`config.mk`:
```
export PLATFORM = sky130hd
export DESIGN_NAME = alu_cmd_seq_flat
export DESIGN_NICKNAME = d
export VERILOG_FILES = /design/src/rtl/alu_cmd_seq_if.sv /design/src/rtl/alu_cmd_seq.sv /design/src/flat_wrapper.sv
export SDC_FILE = /design/constraint.sdc
export NUM_CORES = 1
export LEC_CHECK = 0
export CAP_MARGIN = 40
export CORE_MARGIN = 5
export CORE_UTILIZATION = 25
export CTS_CLUSTER_SIZE = 14
export DETAILED_ROUTE_END_ITERATION = 6
export DONT_BUFFER_PORTS = 1
export HOLD_SLACK_MARGIN = 0.06
export PLACE_DENSITY_LB_ADDON = 0.25
export SLEW_MARGIN = 20
export SYNTH_ARGS = -nofsm -noshare
export SYNTH_HDL_FRONTEND = slang
export SYNTH_SLANG_ARGS = --single-unit
```
`constraint.sdc`:
```
create_clock -name clk -period 3.34 [get_ports clk]
set_clock_uncertainty 0.2 [all_clocks]
set_input_delay 0.668 -clock clk [delete_from_list [all_inputs] [get_ports clk]]
set_output_delay 0.668 -clock clk [all_outputs]
set_load 0.05 [all_outputs]
```
`src/rtl/alu_cmd_seq_if.sv`:
```
// Command, result and ALU-side signals of the ALU command sequencer.
// The slave modport is the sequencer's view; master is the command source / ALU side.
interface alu_cmd_seq_if;
    // valid/ready: a transfer happens on a rising clk edge where both valid and ready are
    // high; the sender holds its payload steady while valid is high and ready is low.
    logic       cmd_valid;
    logic       cmd_ready;
    logic [3:0] cmd_op;
    logic [7:0] cmd_a;
    logic [7:0] cmd_b;
    logic [7:0] alu_a;
    logic [7:0] alu_b;
    logic [2:0] alu_op;
    logic [7:0] alu_q;
    logic       res_valid;
    logic       res_ready;
    logic [7:0] res_q;
    logic       res_err;

    modport slave (
        input  cmd_valid, cmd_op, cmd_a, cmd_b, alu_q, res_ready,
        output cmd_ready, alu_a, alu_b, alu_op, res_valid, res_q, res_err
    );

    modport master (
        output cmd_valid, cmd_op, cmd_a, cmd_b, alu_q, res_ready,
        input  cmd_ready, alu_a, alu_b, alu_op, res_valid, res_q, res_err
    );
endinterface

```
`src/rtl/alu_cmd_seq.sv`:
```
// Sequencer in front of the 8-bit combinational ALU: single ops take one EXEC cycle,
// MUL (op 8) runs 8 iterations of add/shl/shr through the same ALU.
module alu_cmd_seq (
    input  logic             clk,
    input  logic             rst,
    alu_cmd_seq_if.slave     bus,
    output logic [2:0]       o_dbg_state
);
    typedef enum logic [2:0] {
        S_IDLE    = 3'd0,
        S_EXEC    = 3'd1,
        S_MUL_ADD = 3'd2,
        S_MUL_SHL = 3'd3,
        S_MUL_SHR = 3'd4
    } state_t;

    localparam logic [2:0] ALU_ADD  = 3'd0;
    localparam logic [2:0] ALU_SHR  = 3'd2;
    localparam logic [2:0] ALU_SHL  = 3'd3;
    localparam logic [2:0] ALU_IDLE = 3'd6;
    localparam logic [3:0] OP_MUL   = 4'd8;

    state_t     r_state;
    state_t     w_next;
    logic [3:0] r_op;
    logic [7:0] r_a;      // operand A; doubles as the shifted multiplicand x
    logic [7:0] r_b;      // operand B; doubles as the shifted multiplier y
    logic [7:0] r_acc;
    logic [2:0] r_cnt;
    logic       r_res_valid;
    logic [7:0] r_res_q;
    logic       r_res_err;

    logic       w_accept;
    logic       w_illegal;
    logic       w_cmd_ready;
    logic [7:0] w_alu_a;
    logic [7:0] w_alu_b;
    logic [2:0] w_alu_op;

    assign w_cmd_ready = (r_state == S_IDLE) && !r_res_valid;
    assign w_accept    = bus.cmd_valid && w_cmd_ready;
    assign w_illegal   = r_op[3] && (r_op[2:0] != 3'd0);

    always_comb begin
        w_next   = r_state;
        w_alu_a  = 8'd0;
        w_alu_b  = 8'd0;
        w_alu_op = ALU_IDLE;
        case (r_state)
            S_IDLE: begin
                if (w_accept) begin
                    w_next = (bus.cmd_op == OP_MUL) ? S_MUL_ADD : S_EXEC;
                end
            end
            S_EXEC: begin
                w_alu_a  = r_a;
                w_alu_b  = r_b;
                w_alu_op = w_illegal ? ALU_IDLE : r_op[2:0];
                w_next   = S_IDLE;
            end
            S_MUL_ADD: begin
                w_alu_a  = r_acc;
                w_alu_b  = r_a;
                w_alu_op = ALU_ADD;
                w_next   = S_MUL_SHL;
            end
            S_MUL_SHL: begin
                w_alu_a  = r_a;
                w_alu_op = ALU_SHL;
                w_next   = S_MUL_SHR;
            end
            S_MUL_SHR: begin
                w_alu_a  = r_b;
                w_alu_op = ALU_SHR;
                w_next   = (r_cnt == 3'd7) ? S_IDLE : S_MUL_ADD;
            end
            default: w_next = S_IDLE;
        endcase
    end

    always_ff @(posedge clk) begin
        if (rst) begin
            r_state     <= S_IDLE;
            r_op        <= 4'd0;
            r_a         <= 8'd0;
            r_b         <= 8'd0;
            r_acc       <= 8'd0;
            r_cnt       <= 3'd0;
            r_res_valid <= 1'b0;
            r_res_q     <= 8'd0;
            r_res_err   <= 1'b0;
        end else begin
            r_state <= w_next;
            // EXEC/MUL captures never coincide with a pending result, so this clear is safe
            if (r_res_valid && bus.res_ready) begin
                r_res_valid <= 1'b0;
            end
            case (r_state)
                S_IDLE: begin
                    if (w_accept) begin
                        r_op  <= bus.cmd_op;
                        r_a   <= bus.cmd_a;
                        r_b   <= bus.cmd_b;
                        r_acc <= 8'd0;
                        r_cnt <= 3'd0;
                    end
                end
                S_EXEC: begin
                    r_res_valid <= 1'b1;
                    r_res_q     <= w_illegal ? 8'd0 : bus.alu_q;
                    r_res_err   <= w_illegal;
                end
                S_MUL_ADD: begin
                    if (r_b[0]) begin
                        r_acc <= bus.alu_q;
                    end
                end
                S_MUL_SHL: r_a <= bus.alu_q;
                S_MUL_SHR: begin
                    r_b   <= bus.alu_q;
                    r_cnt <= r_cnt + 3'd1;
                    if (r_cnt == 3'd7) begin
                        r_res_valid <= 1'b1;
                        r_res_q     <= r_acc;
                        r_res_err   <= 1'b0;
                    end
                end
                default: ;
            endcase
        end
    end

    assign bus.cmd_ready = w_cmd_ready;
    assign bus.alu_a     = w_alu_a;
    assign bus.alu_b     = w_alu_b;
    assign bus.alu_op    = w_alu_op;
    assign bus.res_valid = r_res_valid;
    assign bus.res_q     = r_res_q;
    assign bus.res_err   = r_res_err;
    assign o_dbg_state   = r_state;
endmodule

```
`src/flat_wrapper.sv`:
```
// flat-port wrapper written by rule: the top's interface ports become plain ports
module alu_cmd_seq_flat 
  (clk, rst, o_dbg_state, bus_cmd_valid, bus_cmd_op, bus_cmd_a, bus_cmd_b, bus_alu_q, bus_res_ready, bus_cmd_ready, bus_alu_a, bus_alu_b, bus_alu_op, bus_res_valid, bus_res_q, bus_res_err);
  alu_cmd_seq_if bus_i ();
  input  logic clk;
  input  logic rst;
  output logic [2:0] o_dbg_state;
  input wire logic [$bits(bus_i.cmd_valid)-1:0] bus_cmd_valid;
  input wire logic [$bits(bus_i.cmd_op)-1:0] bus_cmd_op;
  input wire logic [$bits(bus_i.cmd_a)-1:0] bus_cmd_a;
  input wire logic [$bits(bus_i.cmd_b)-1:0] bus_cmd_b;
  input wire logic [$bits(bus_i.alu_q)-1:0] bus_alu_q;
  input wire logic [$bits(bus_i.res_ready)-1:0] bus_res_ready;
  output wire logic [$bits(bus_i.cmd_ready)-1:0] bus_cmd_ready;
  output wire logic [$bits(bus_i.alu_a)-1:0] bus_alu_a;
  output wire logic [$bits(bus_i.alu_b)-1:0] bus_alu_b;
  output wire logic [$bits(bus_i.alu_op)-1:0] bus_alu_op;
  output wire logic [$bits(bus_i.res_valid)-1:0] bus_res_valid;
  output wire logic [$bits(bus_i.res_q)-1:0] bus_res_q;
  output wire logic [$bits(bus_i.res_err)-1:0] bus_res_err;
  assign bus_i.cmd_valid = bus_cmd_valid;
  assign bus_i.cmd_op = bus_cmd_op;
  assign bus_i.cmd_a = bus_cmd_a;
  assign bus_i.cmd_b = bus_cmd_b;
  assign bus_i.alu_q = bus_alu_q;
  assign bus_i.res_ready = bus_res_ready;
  assign bus_cmd_ready = bus_i.cmd_ready;
  assign bus_alu_a = bus_i.alu_a;
  assign bus_alu_b = bus_i.alu_b;
  assign bus_alu_op = bus_i.alu_op;
  assign bus_res_valid = bus_i.res_valid;
  assign bus_res_q = bus_i.res_q;
  assign bus_res_err = bus_i.res_err;
  alu_cmd_seq u_core (.clk(clk), .rst(rst), .bus(bus_i), .o_dbg_state(o_dbg_state));
endmodule
```
==> summary.txt <==
Outcome
  – Outcome: finished, final reports clean

Die
  – Rows: 34
  – Die ar.: 11100 µm²
  – Initial core utilization: 25.8%
  – Die Height: 105 µm
  – IO Pins: 65
  – DIE WIDTH: 105 µm
  – Core area: 8810 µm²

Route
  – Initial DRT Pass Iterations: 4
  – DR iter-0 viols: 79
  – Residual DRC: 0
  – Wire per inst: 19.1 µm
  – Via count: 2078
  – Detail Route Antenna Nets: 0
  – Final wirelength: 7540 µm
  – Vias per cell: 5.26

Setup path
  – Critical Path Start Type: flip-flop
  – CP startpoint: u_core.o_dbg_state[1]
  – Maximum fanout along the worst path: 12
  – Reg2reg start: u_core.o_dbg_state[2]
  – CP Capture Type: output port
  – Data required time of the worst path: 2.47 ns
  – Worst EP arrival: 1.88 ns
  – Crit path kind: reg2out

STA
  – Worst-Margin Slew: 0.804 ns
  – Final Setup Violations: 0
  – RSZ-0062 raised after global routing: false
  – Worst relative slew slack: between 40 and 50%
  – Peak Freq: 0.364 GHz
  – Fin. Hold Viols: 0
  – Pins Over Slew Limit: 0
  – Tcrit/Tclk final: between 80% and 90%
  – Min cycle time layout: 2.74 ns
  – Setup_tns: 0 ns

Synthesis
  – Ys flop type: dfxtp_1
  – Seq cells post-synth: 44
  – Syn_nets: slightly above 300
  – Synth Area per Inst: 8.41 µm²
  – Seq/Total Area, Yosys: just under 40%
  – Area contributors post-synth: dfxtp_1 (39%), mux2i_1 (7.1%), nand2_1 (5.5%)
  – Most frequent cell after synthesis: dfxtp_1
  – Synth area leader: dfxtp_1
  – Mapped Area: 2270 µm²
  – Top post-synthesis cells by count: dfxtp_1 (44), nand2_1 (33), nor2_1 (25)
  – Syn Inst Count: 270
  – Number of synthesized flops with an enable pin: 0
  – Async SR Flop Fraction: 0%
  – Distinct cells, synth: 39
  – Yosys top cell area share: 38.8%
  – Yosys warns: 0

Clock network
  – Num CTS Buffers: 5
  – Clock Sinks: 44
  – Cts hold-fix bufs: 0
  – Clock root cell: clkbuf_8
  – Clock Latency Late Sink: slightly below 0.3 ns
  – Post_cts resized: 0
  – Clk buf depth: 2
  – Clock transition at path regs: around 0.080 ns
  – CTS tree: done
  – H-tree levels: 2
  – # Post-CTS Setup Buffers: 0

Final layout
  – Area of the multi-input gates: 1260 µm²
  – Syn-to-layout area delta: 21.4%
  – Share of layout cells above drive strength 1: 17.8%
  – Fin cells: 395
  – Final #Nets: 321
  – Antenna diode count: 0
  – Fill cells: ~940
  – Sequential Area: 882 µm²

Power and ir drop
  – Reg power frac: 50.7%
  – Leakage: between 1 and 1.5 nW
  – P_sw: 0.407 mW
  – VDD IR-drop max: 0.000178 V
  – Sw frac: 32.6%
  – Clk network pwr share: 29.0%
  – PD cells: around 450 nW/µm²
  – Cell internal pwr: 0.840 mW
  – Logic gate share of total power: 20.3%

Placement
  – Placed wire-length estimate: approximately 5400 µm
  – PortBufs: 0
  – GPL Wtd Cong: around 0.76
  – Placed Cells: 387

Global routing
  – GRT Total Usage: 13.5%
  – Grt total ovfl: 0
  – First-pass GRT wire length: 11900 µm
  – Vias in the first global route: about 2100
  – Initial antenna violation count: 0
  – Pin count of the biggest net entering global routing: 45

Hold path
  – Min-delay worst type: in2reg
  – HP Start: rst

Run
  – Max cap viols: 0
## final cells by class
cell class,count,share of cell area (%)
repair buffers,32,12.3
inverters,10,1.36
flip-flops and latches,44,32.0
clock buffers,7,3.50
multi-input cells,194,45.9
well taps,108,4.90
## worst max-delay path: stages (launching register included)
cell	delay, ns
dfxtp_1	0.33
buf_4	0.19
nor2b_1	0.14
buf_4	0.16
nor2b_1	0.17
buf_4	0.21
a22o_1	0.22
buf_12	0.15
## stage by stage
stage	area (µm²)	hold WS (ns)	worst slack (ns)	util, %	total power, mW
floorplan	2270	0.244	0.231	-	0.821
global placement	2650	0.252	0.923	30.0	0.894
detailed placement	2650	0.258	0.913	30.1	0.899
CTS	2750	0.224	0.583	31.2	1.26
global route	2760	0.213	0.471	31.3	1.31
finish	2760	0.238	0.596	31.3	1.25
## path summary, 6_finish.rpt
kind,end,slack (ns),cells after the start
worst max register to register,u_core.o_dbg_state[1],0.97,4
worst min-delay path,u_core.r_cnt[1],0.24,1
worst max-delay path,bus_alu_b[3],0.60,7
worst min register to register,u_core.r_acc[3],0.27,2
## power groups by stage
stage	clock, mW	combinational [mW]	sequential, mW
after floorplan	0	0.183	0.638
after global placement	0	0.249	0.645
after detailed placement	0	0.254	0.645
after CTS	0.373	0.255	0.632
after global routing	0.397	0.274	0.638
final	0.362	0.253	0.632
## cells by family (layout without fill, tap and decap cells)
family          count (synthesis)  after routing  synth area share (%)
fa+ha+maj                       2              2                  1.10
flops                          44             44                  38.8
simple gates                   89             89                  18.7
buf+inv                        32             49                  6.17
mux                            16             16                  7.05
compound gates                 87             87                  28.2
## routing by layer
layer  global-route usage [%]  wire, µm  vias to the layer above
met5                        0         0                        -
met3                     4.10       474                        7
li1                         -         -                     1020
met1                     18.2      3510                     1001
met4                     2.53        49                        0
met2                     21.4      3510                       50
## sequential cells by signal, indices dropped and copies added, names as in the netlist
signal                count
u_core.bus.res_err        1
u_core.bus.res_q          8
u_core.bus.res_valid      1
u_core.o_dbg_state        3
u_core.r_a                8
u_core.r_acc              8
u_core.r_b                8
u_core.r_cnt              3
u_core.r_op               4
## cells in the final DEF, fill, tap and decap left out, types with 3 or more instances in the layout
| cell type | n |
|---|---|
| nor2_2 | 3 |
| a31oi_1 | 4 |
| dfxtp_1 | 43 |
| inv_1 | 10 |
| nand2_1 | 33 |
| o31ai_1 | 9 |
| a22oi_1 | 9 |
| a221oi_1 | 8 |
| a22o_1 | 8 |
| a211oi_1 | 15 |
| buf_4 | 24 |
| o21ai_1 | 8 |
| a21oi_1 | 15 |
| nand3_1 | 12 |
| buf_12 | 8 |
| clkbuf_8 | 7 |
| nor2b_1 | 4 |
| mux2i_1 | 16 |
| nor2_1 | 25 |
Note: power is estimated with default switching activity, not from simulation.
